**src/rtl/stopwatch_pkg.sv**
```systemverilog
// Shared definitions for the stopwatch controller: the FSM state encoding,
// the default debounce length and a helper that says which states let the
// count strobe through to the digit counter.
// Optional feature macro used by this slice: STOPWATCH_LAP_EN.
package stopwatch_pkg;

    // Encoding is visible on the state output port, so the values are fixed.
    typedef enum logic [1:0] {
        ST_IDLE  = 2'd0,
        ST_RUN   = 2'd1,
        ST_PAUSE = 2'd2,
        ST_LAP   = 2'd3
    } state_t;

    // 10 ms of stable level at the 100 MHz system clock.
    localparam int DEBOUNCE_CYCLES_DEFAULT = 1_000_000;

    // The digit counter advances only while the stopwatch is timing.
    // LAP keeps counting underneath a frozen display.
    function automatic logic isCounting(input state_t s);
        return (s == ST_RUN) || (s == ST_LAP);
    endfunction

endpackage

```
**src/rtl/stopwatch_ctrl_btn_debounce.sv**
```systemverilog
// btn_debounce: conditions one raw pushbutton for the stopwatch controller.
// A two-flop synchronizer removes metastability, a counter accepts a new
// level only after it has been seen continuously for DEBOUNCE_CYCLES cycles,
// and a registered edge detector turns each accepted press into a single
// one-cycle pulse. Releases produce no pulse.
// Optional feature macro of the enclosing design: STOPWATCH_LAP_EN (unused here).
module btn_debounce
    import stopwatch_pkg::*;
#(
    parameter int DEBOUNCE_CYCLES = DEBOUNCE_CYCLES_DEFAULT
) (
    input  logic i_clk,
    input  logic i_rst,
    input  logic i_btn,
    output logic o_level,
    output logic o_press
);

    // Counter only needs to reach DEBOUNCE_CYCLES-1; keep at least one bit.
    localparam int CW = (DEBOUNCE_CYCLES > 1) ? $clog2(DEBOUNCE_CYCLES) : 1;
    localparam logic [CW-1:0] LAST_COUNT = CW'(DEBOUNCE_CYCLES - 1);

    logic [1:0]    r_sync;
    logic [CW-1:0] r_count;
    logic          r_level;
    logic          r_levelDly;
    logic          r_press;
    logic          w_mismatch;

    assign w_mismatch = (r_sync[1] != r_level);

    // Bring the asynchronous button into the clock domain.
    always_ff @(posedge i_clk or posedge i_rst) begin
        if (i_rst) begin
            r_sync <= 2'b00;
        end else begin
            r_sync <= {r_sync[0], i_btn};
        end
    end

    // Count consecutive cycles the synchronized input disagrees with the
    // accepted level; any agreeing cycle (a bounce) restarts the count.
    always_ff @(posedge i_clk or posedge i_rst) begin
        if (i_rst) begin
            r_count <= '0;
            r_level <= 1'b0;
        end else if (!w_mismatch) begin
            r_count <= '0;
        end else if (r_count == LAST_COUNT) begin
            r_count <= '0;
            r_level <= r_sync[1];
        end else begin
            r_count <= r_count + CW'(1);
        end
    end

    // Registered rising-edge detect on the accepted level gives a clean
    // one-cycle press pulse that downstream logic can sample directly.
    always_ff @(posedge i_clk or posedge i_rst) begin
        if (i_rst) begin
            r_levelDly <= 1'b0;
            r_press    <= 1'b0;
        end else begin
            r_levelDly <= r_level;
            r_press    <= r_level & ~r_levelDly;
        end
    end

    assign o_level = r_level;
    assign o_press = r_press;

endmodule

```
**src/rtl/stopwatch_ctrl.sv**
```systemverilog
// stopwatch_ctrl: control FSM for a stopwatch built from a 10 Hz tick
// generator, a BCD digit counter and a latching display. It debounces the
// start/stop, clear and lap buttons, steps IDLE/RUN/PAUSE/LAP, gates the
// count strobe, pulses the counter clear and freezes the display during LAP.
// Optional feature macro: STOPWATCH_LAP_EN enables the lap button, the LAP
// state and the hold output; without it btn_lap is ignored and hold is 0.
module stopwatch_ctrl
    import stopwatch_pkg::*;
#(
    parameter int DEBOUNCE_CYCLES = DEBOUNCE_CYCLES_DEFAULT
) (
    input  logic       clk_100MHz,
    input  logic       reset,
    input  logic       btn_start,
    input  logic       btn_clear,
    input  logic       btn_lap,
    input  logic       tick_in,
    output logic       tick_out,
    output logic       cnt_clr,
    output logic       hold,
    output logic [1:0] state
);

    state_t r_state;
    state_t w_stateNext;
    logic   w_clearTaken;
    logic   w_startPress;
    logic   w_clearPress;
    logic   w_lapPress;
    logic   w_unusedStartLevel;
    logic   w_unusedClearLevel;
    logic   r_tickOut;
    logic   r_cntClr;

    btn_debounce #(
        .DEBOUNCE_CYCLES(DEBOUNCE_CYCLES)
    ) u_startBtn (
        .i_clk   (clk_100MHz),
        .i_rst   (reset),
        .i_btn   (btn_start),
        .o_level (w_unusedStartLevel),
        .o_press (w_startPress)
    );

    btn_debounce #(
        .DEBOUNCE_CYCLES(DEBOUNCE_CYCLES)
    ) u_clearBtn (
        .i_clk   (clk_100MHz),
        .i_rst   (reset),
        .i_btn   (btn_clear),
        .o_level (w_unusedClearLevel),
        .o_press (w_clearPress)
    );

`ifdef STOPWATCH_LAP_EN
    logic w_unusedLapLevel;

    btn_debounce #(
        .DEBOUNCE_CYCLES(DEBOUNCE_CYCLES)
    ) u_lapBtn (
        .i_clk   (clk_100MHz),
        .i_rst   (reset),
        .i_btn   (btn_lap),
        .o_level (w_unusedLapLevel),
        .o_press (w_lapPress)
    );
`else
    logic w_unusedLapBtn;

    assign w_unusedLapBtn = btn_lap;
    assign w_lapPress     = 1'b0;
`endif

    // State register; the press pulse is sampled here, so the state moves
    // on the cycle after the pulse is seen.
    always_ff @(posedge clk_100MHz or posedge reset) begin
        if (reset) begin
            r_state <= ST_IDLE;
        end else begin
            r_state <= w_stateNext;
        end
    end

    // Next-state decode. Within each state the if/else order gives clear
    // priority over start over lap, but only among events that state
    // accepts, so an ignored clear in RUN/LAP never masks a start.
    always_comb begin
        w_stateNext  = r_state;
        w_clearTaken = 1'b0;
        case (r_state)
            ST_IDLE: begin
                if (w_clearPress) begin
                    w_clearTaken = 1'b1;
                end else if (w_startPress) begin
                    w_stateNext = ST_RUN;
                end
            end
            ST_RUN: begin
                if (w_startPress) begin
                    w_stateNext = ST_PAUSE;
                end else if (w_lapPress) begin
                    w_stateNext = ST_LAP;
                end
            end
            ST_PAUSE: begin
                if (w_clearPress) begin
                    w_stateNext  = ST_IDLE;
                    w_clearTaken = 1'b1;
                end else if (w_startPress) begin
                    w_stateNext = ST_RUN;
                end
            end
            ST_LAP: begin
                if (w_startPress) begin
                    w_stateNext = ST_PAUSE;
                end else if (w_lapPress) begin
                    w_stateNext = ST_RUN;
                end
            end
            default: begin
                w_stateNext = ST_IDLE;
            end
        endcase
    end

    // Count strobe is delayed one cycle and gated by the state in force
    // when tick_in was sampled, i.e. before any transition on that edge.
    always_ff @(posedge clk_100MHz or posedge reset) begin
        if (reset) begin
            r_tickOut <= 1'b0;
        end else begin
            r_tickOut <= tick_in & isCounting(r_state);
        end
    end

    // Counter clear is registered alongside the state so it lands on the
    // same edge the state register takes the clear transition.
    always_ff @(posedge clk_100MHz or posedge reset) begin
        if (reset) begin
            r_cntClr <= 1'b0;
        end else begin
            r_cntClr <= w_clearTaken;
        end
    end

`ifdef STOPWATCH_LAP_EN
    logic r_hold;

    // Hold follows the next state so it is high exactly while state is LAP.
    always_ff @(posedge clk_100MHz or posedge reset) begin
        if (reset) begin
            r_hold <= 1'b0;
        end else begin
            r_hold <= (w_stateNext == ST_LAP);
        end
    end

    assign hold = r_hold;
`else
    assign hold = 1'b0;
`endif

    assign tick_out = r_tickOut;
    assign cnt_clr  = r_cntClr;
    assign state    = r_state;

endmodule
```
**config.mk**
```make
export PLATFORM = sky130hd
export DESIGN_NAME = stopwatch_ctrl
export DESIGN_NICKNAME = d
export VERILOG_FILES = /design/src/rtl/stopwatch_pkg.sv /design/src/rtl/stopwatch_ctrl_btn_debounce.sv /design/src/rtl/stopwatch_ctrl.sv
export SDC_FILE = /design/constraint.sdc
export NUM_CORES = 1
export LEC_CHECK = 0
export CORE_ASPECT_RATIO = 1.75
export CORE_MARGIN = 4
export CORE_UTILIZATION = 42
export CTS_CLUSTER_DIAMETER = 100
export DETAILED_ROUTE_END_ITERATION = 7
export PLACE_DENSITY = 0.69
export SYNTH_ARGS = -nofsm -noshare
export SYNTH_HDL_FRONTEND = slang
export SYNTH_SLANG_ARGS = --single-unit
```
**constraint.sdc**
```tcl
create_clock -name clk_100MHz -period 4.35 [get_ports clk_100MHz]
set_input_delay 0.87 -clock clk_100MHz [delete_from_list [all_inputs] [get_ports clk_100MHz]]
set_output_delay 0.87 -clock clk_100MHz [all_outputs]
set_load 0.005 [all_outputs]
```
-- After elaboration in Yosys (flattened, before gate mapping)
Cells that the tools add are included.
- $add $sub $neg: 2
- equality and inequality tests: 9
- mux-type cells: 11
- bitwise gates (word level): 5
- reductions and logical operators: 7
- operators by type and width (cell ; number):
    $mux 20 ; 4
    $add 20x1->20 const B ; 2
    $eq 20x20->1 const B ; 2
    $mux 2 ; 4
    $pmux 2 s3 ; 1
    $reduce_and 2->1 ; 3
    $eq 2x2->1 const B ; 2
    $reduce_or 2->1 ; 2
    $and 1x1->1 ; 3
    $eq 2x1->1 const B ; 1
    $logic_not 2->1 ; 1
    $mux 1 ; 2
    $ne 1x1->1 ; 2
    $ne 2x1->1 const B ; 1
    $ne 2x2->1 const B ; 1
    $not 1->1 ; 2
    $logic_or 1x1->1 ; 1
- bits in registers: 54
- input bits: 6
- output and inout port bits: 5
- logic and storage cells: 47

-- Longest topological paths before layout
- word-level depth: 4
- gate-level depth with buffers: 6
- depth with buffers taken out: 5

-- Modules after synthesis
Synthesis repeated with hierarchy kept, for this count alone.
- cell total of the unflattened synthesis: 241
- area total of the unflattened synthesis: 2501.1 sq um
- modules (own cells, without submodules) (module ; times used ; cells an instance ; area an instance (sq um) ; sequential area each (sq um)):
    btn_debounce ; 2 ; 114 ; 1168.6 ; 625.6
    stopwatch_ctrl ; 1 ; 13 ; 163.9 ; 100.1

-- Worst setup path before layout
OpenSTA, ideal clock, no wires.
- path type: register to register
- start: reg u_clearBtn.r_count[0]
- end: reg u_clearBtn.r_count[10]
- setup time: 0.119 ns
- arrival time: 1.579 ns
- required time: 4.231 ns
- path slack: 2.652 ns
- cell stages (with the launch flop): 7
- cell sequence: dfrtp_1 > ha_1 > and3_1 > nand3_1 > o31ai_4 > buf_6 > nor2_1
- cells in the longest elaborated chain, start to end: 3
- ends and longest elaborated chain (element ; RTL line ; source):
    start: declaration ; stopwatch_ctrl_btn_debounce.sv:24 ; logic [CW-1:0] r_count;
    start signal: assignment ; stopwatch_ctrl_btn_debounce.sv:53 ; r_count <= r_count + CW'(1);
    $add 20x1->20 or $eq 20x20->1 (tied branches) ; stopwatch_ctrl_btn_debounce.sv:53, stopwatch_ctrl_btn_debounce.sv:49 ;
    $mux 20 * ; stopwatch_ctrl_btn_debounce.sv:49 ; end else if (r_count == LAST_COUNT) begin
    $mux 20 * ; stopwatch_ctrl_btn_debounce.sv:47 ; end else if (!w_mismatch) begin
Every way passes the cells marked *; elsewhere a longest branch is shown, timed or not.
A chain may end at the register's enable or synchronous reset.

-- Final worst setup path
- start: reg r_state[0] (netlist: state[0])
- end: out state[0]
- RTL lines (element ; RTL line ; source):
    start: declaration ; stopwatch_ctrl.sv:24 ; state_t r_state;
    start signal: assignment ; stopwatch_ctrl.sv:80 ; r_state <= w_stateNext;
    end: declaration ; stopwatch_ctrl.sv:21 ; output logic [1:0] state
No word-level cell between the ends.

==> results.tsv <==
stage	metric	value	unit
grt	grt_start_max_net_pins	30	
die	die-height	111	um
yosys	ys_seq_area_share	53.1	%
yosys	synth_top_cell_area_share	53.1	%
die	initial_utilization	43.3	%
power	powerDensity	302	nW/um^2
power	p_int	649	uW
drt	drt_drc_violations_left	0	
min_path	holdCritPathClass	reg -> reg	
clocking	cts_buffers	5	
critical_path	timing.critical_path.slowest_cell_delay	530	ps
sta	report.final.hold_viol_count	0	
sta	timing.clock.skew	16.1	ps
job	max-cap-violations	0	
die	core_area	5880	sq um
critical_path	highest_fanout_seen_on_the_critical_path	5	
drt	routed_wire_length_per_instance	13.7	um
yosys	synth_nets	244	
grt	antenna_found_initial	0	
clocking	cts_num_sinks	54	
sta	finalSetupTns	0	ps
sta	final.period_utilization	49.0	%
yosys	netlist_top_cells_count	sky130_fd_sc_hd__dfrtp_1, sky130_fd_sc_hd__nor2_1, sky130_fd_sc_hd__xnor2_1	
die	boundaryPins	11	
critical_path	crit_arrival	1260	ps
drt	wl_met3	57	um
sta	final-max-slew-violation-count	0	
placed_design	port_buffers	8	
sta	rsz0062_at_grt	false	
grt	grt_pass1_wl	7820	um
yosys	yosysWarningCount	0	
drt	postRouteWirelength	4470	um
clocking	htreeDepth	2	
yosys	synthMostInstantiatedCell	sky130_fd_sc_hd__dfrtp_1	
critical_path	worstPathCellList	clkdlybuf4s50_1	
drt	dr_total_vias	1690	
clocking	tritoncts	yes	
yosys	synth_area_per_cell	10.8	sq um
power	sw_share	23.0	%
drt	drt_pass1_iterations	4	
power	vdd_ir_drop_max	176	uV
critical_path	crit_buf_inv	1	
layout	post_route_cells_drive_above_1_share	8.47	%
die	rows	37	
sta	final-setup-viol-count	0	
sta	slew_headroom	47.8	%
yosys	netlist.top_cell.by_area	sky130_fd_sc_hd__dfrtp_1	
grt	via_count_of_the_first_global_routing_pass	1727	
layout	finish.utilization	47.4	%
clocking	clk_latency	310	ps
clocking	cts.repair_timing.setup_buffer_count	0	
power	comb_power_share	3.6	%
layout	final_nets	255	
grt	grt_remaining_overflow	0	
placed_design	place_hpwl	3160	um
status	status	completed	
yosys	asyncSetResetFlopFracSynth	100	%
critical_path	end_kind	primary output	
grt	gr-usage-all-layers	13.6	%
clocking	path_clk_slew	100	ps
yosys	ys_top_cells_by_area	sky130_fd_sc_hd__dfrtp_1, sky130_fd_sc_hd__xnor2_1, sky130_fd_sc_hd__nor2_1	
clocking	cts_repair_resize_count	0	
yosys	synthDistinctLibCells	36	
yosys	syn_area	2550	sq um
placed_design	place.detailed.instances	318	
layout	ant_diodes	0	
layout	layout.cells.non_filler	326	
yosys	yosys_register_bits	54	
clocking	cts-root-buf	sky130_fd_sc_hd__clkbuf_8	
clocking	hold_fix_buffers_cts	0	
yosys	synthCells	236	
drt	violation_count_after_the_first_detailed_routing_iteration	82	
placed_design	gp_congestion	0.750	
drt	routed-wl-met2	2600	um
sta	worst-slew-pin-transition	783	ps
critical_path	worst_path_dominant_cell_family	buffers and inverters	
sta	post-route-min-period	2130	ps
critical_path	crit_required	3480	ps
die	die_area	7420	sq um
layout	synthToLayoutAreaGrowth	9.48	%
drt	maxUsedRoutingLayer	met4	
critical_path	cp_max_delay_cell	sky130_fd_sc_hd__clkdlybuf4s50_1	
critical_path	criticalPathCategory	reg -> out	
power	cellLeakagePower	0.00113	uW
critical_path	timing.critical_path.from_type	flip-flop	
drt	postRouteAntennaNets	0	
clocking	clockBufferDepth	2	
power	power_frac_seq	61.0	%
drt	wl_met1	1740	um
drt	drt-vias-per-instance	5.18	
yosys	synthFlopType	sky130_fd_sc_hd__dfrtp_1	
power	power.total	843	uW
power	clock_power_share	35.4	%
die	die_width	66.9	um
yosys	edff_count_synth	0	
sta	fmaxAchievable	469	MHz
power	net-switching-power	194	uW
[cells by family (layout without fill, tap and decap cells)]
family                   Yosys count  count (layout)  synth area share, %
AO/OA/AOI/OAI                     15              15                 4.57
XOR/XNOR                          31              31                 10.7
adder cells (fa/ha/maj)            2               2                0.983
buffers and inverters             16              28                 3.29
flip-flops                        54              54                 53.1
multiplexers                       5               5                 2.06
other                              1               1                0.147
AND/OR/NAND/NOR                  112             112                 25.2
[power groups by stage]
stage	clock network, uW	registers, uW	logic (uW)
2_1_floorplan	0	523	23.7
3_3_place_gp	0	524	31.0
3_5_place_dp	0	525	31.6
4_1_cts	307	515	31.8
5_1_grt	327	516	36.3
6_report	298	515	30.5
[layout by cell type (no fill, tap or decap), types with 8 or more instances in the layout]
cell,instances
sky130_fd_sc_hd__xnor2_1,20
sky130_fd_sc_hd__nand4_1,12
sky130_fd_sc_hd__nor2_1,37
sky130_fd_sc_hd__nand3_1,12
sky130_fd_sc_hd__clkdlybuf4s50_1,8
sky130_fd_sc_hd__dfrtp_1,54
sky130_fd_sc_hd__inv_1,10
sky130_fd_sc_hd__xor2_1,11
sky130_fd_sc_hd__nor4_1,9
[final cells by class]
| cell class | count | area [sq um] |
|---|---|---|
| flip-flops and latches | 54 | 1350 |
| clock inverters | 2 | 16.3 |
| fillers | 569 | 3090 |
| multi-input cells | 166 | 1110 |
| well taps | 78 | 97.6 |
| repair buffers | 9 | 87.6 |
| inverters | 11 | 41.3 |
| clock buffers | 6 | 82.6 |
[path summary, 6_finish.rpt]
kind / end / slack [ps] / depth (start not counted) / startpoint
setup / recovery: state[0] / 2220 / 1 / state[0]
hold / removal: u_clearBtn.r_sync[1] / 370 / 0 / u_clearBtn.r_sync[0]
setup reg to reg: u_startBtn.r_count[2] / 2280 / 5 / u_startBtn.r_count[0]
hold reg to reg: u_clearBtn.r_sync[1] / 370 / 0 / u_clearBtn.r_sync[0]
max in group asynchronous: u_clearBtn.r_count[12] / 2620 / 3 / reset
min in group asynchronous: u_startBtn.r_sync[1] / 950 / 2 / reset
[metal layers]
metal,vias to the layer above,global-route usage (%)
li1,849,-
met1,829,14.9
met2,8,24.5
met3,4,3.04
met4,0,5.28
met5,-,0
[metrics by stage]
stage / hold WS, ps / setup WS (ps) / area, sq um
detailed placement: 349 / 2230 / 2690
global route: 380 / 2060 / 2790
CTS: 371 / 2190 / 2790
global placement: 333 / 2260 / 2690
finish: 369 / 2220 / 2790
floorplan: 331 / 2170 / 2550
[sequential cells by signal (all words and copies together) (netlist names)]
register,cells
cnt_clr,1
state,2
tick_out,1
u_clearBtn.o_level,1
u_clearBtn.o_press,1
u_clearBtn.r_count,20
u_clearBtn.r_levelDly,1
u_clearBtn.r_sync,2
u_startBtn.o_level,1
u_startBtn.o_press,1
u_startBtn.r_count,20
u_startBtn.r_levelDly,1
u_startBtn.r_sync,2
(Power assumes the default switching activity.)
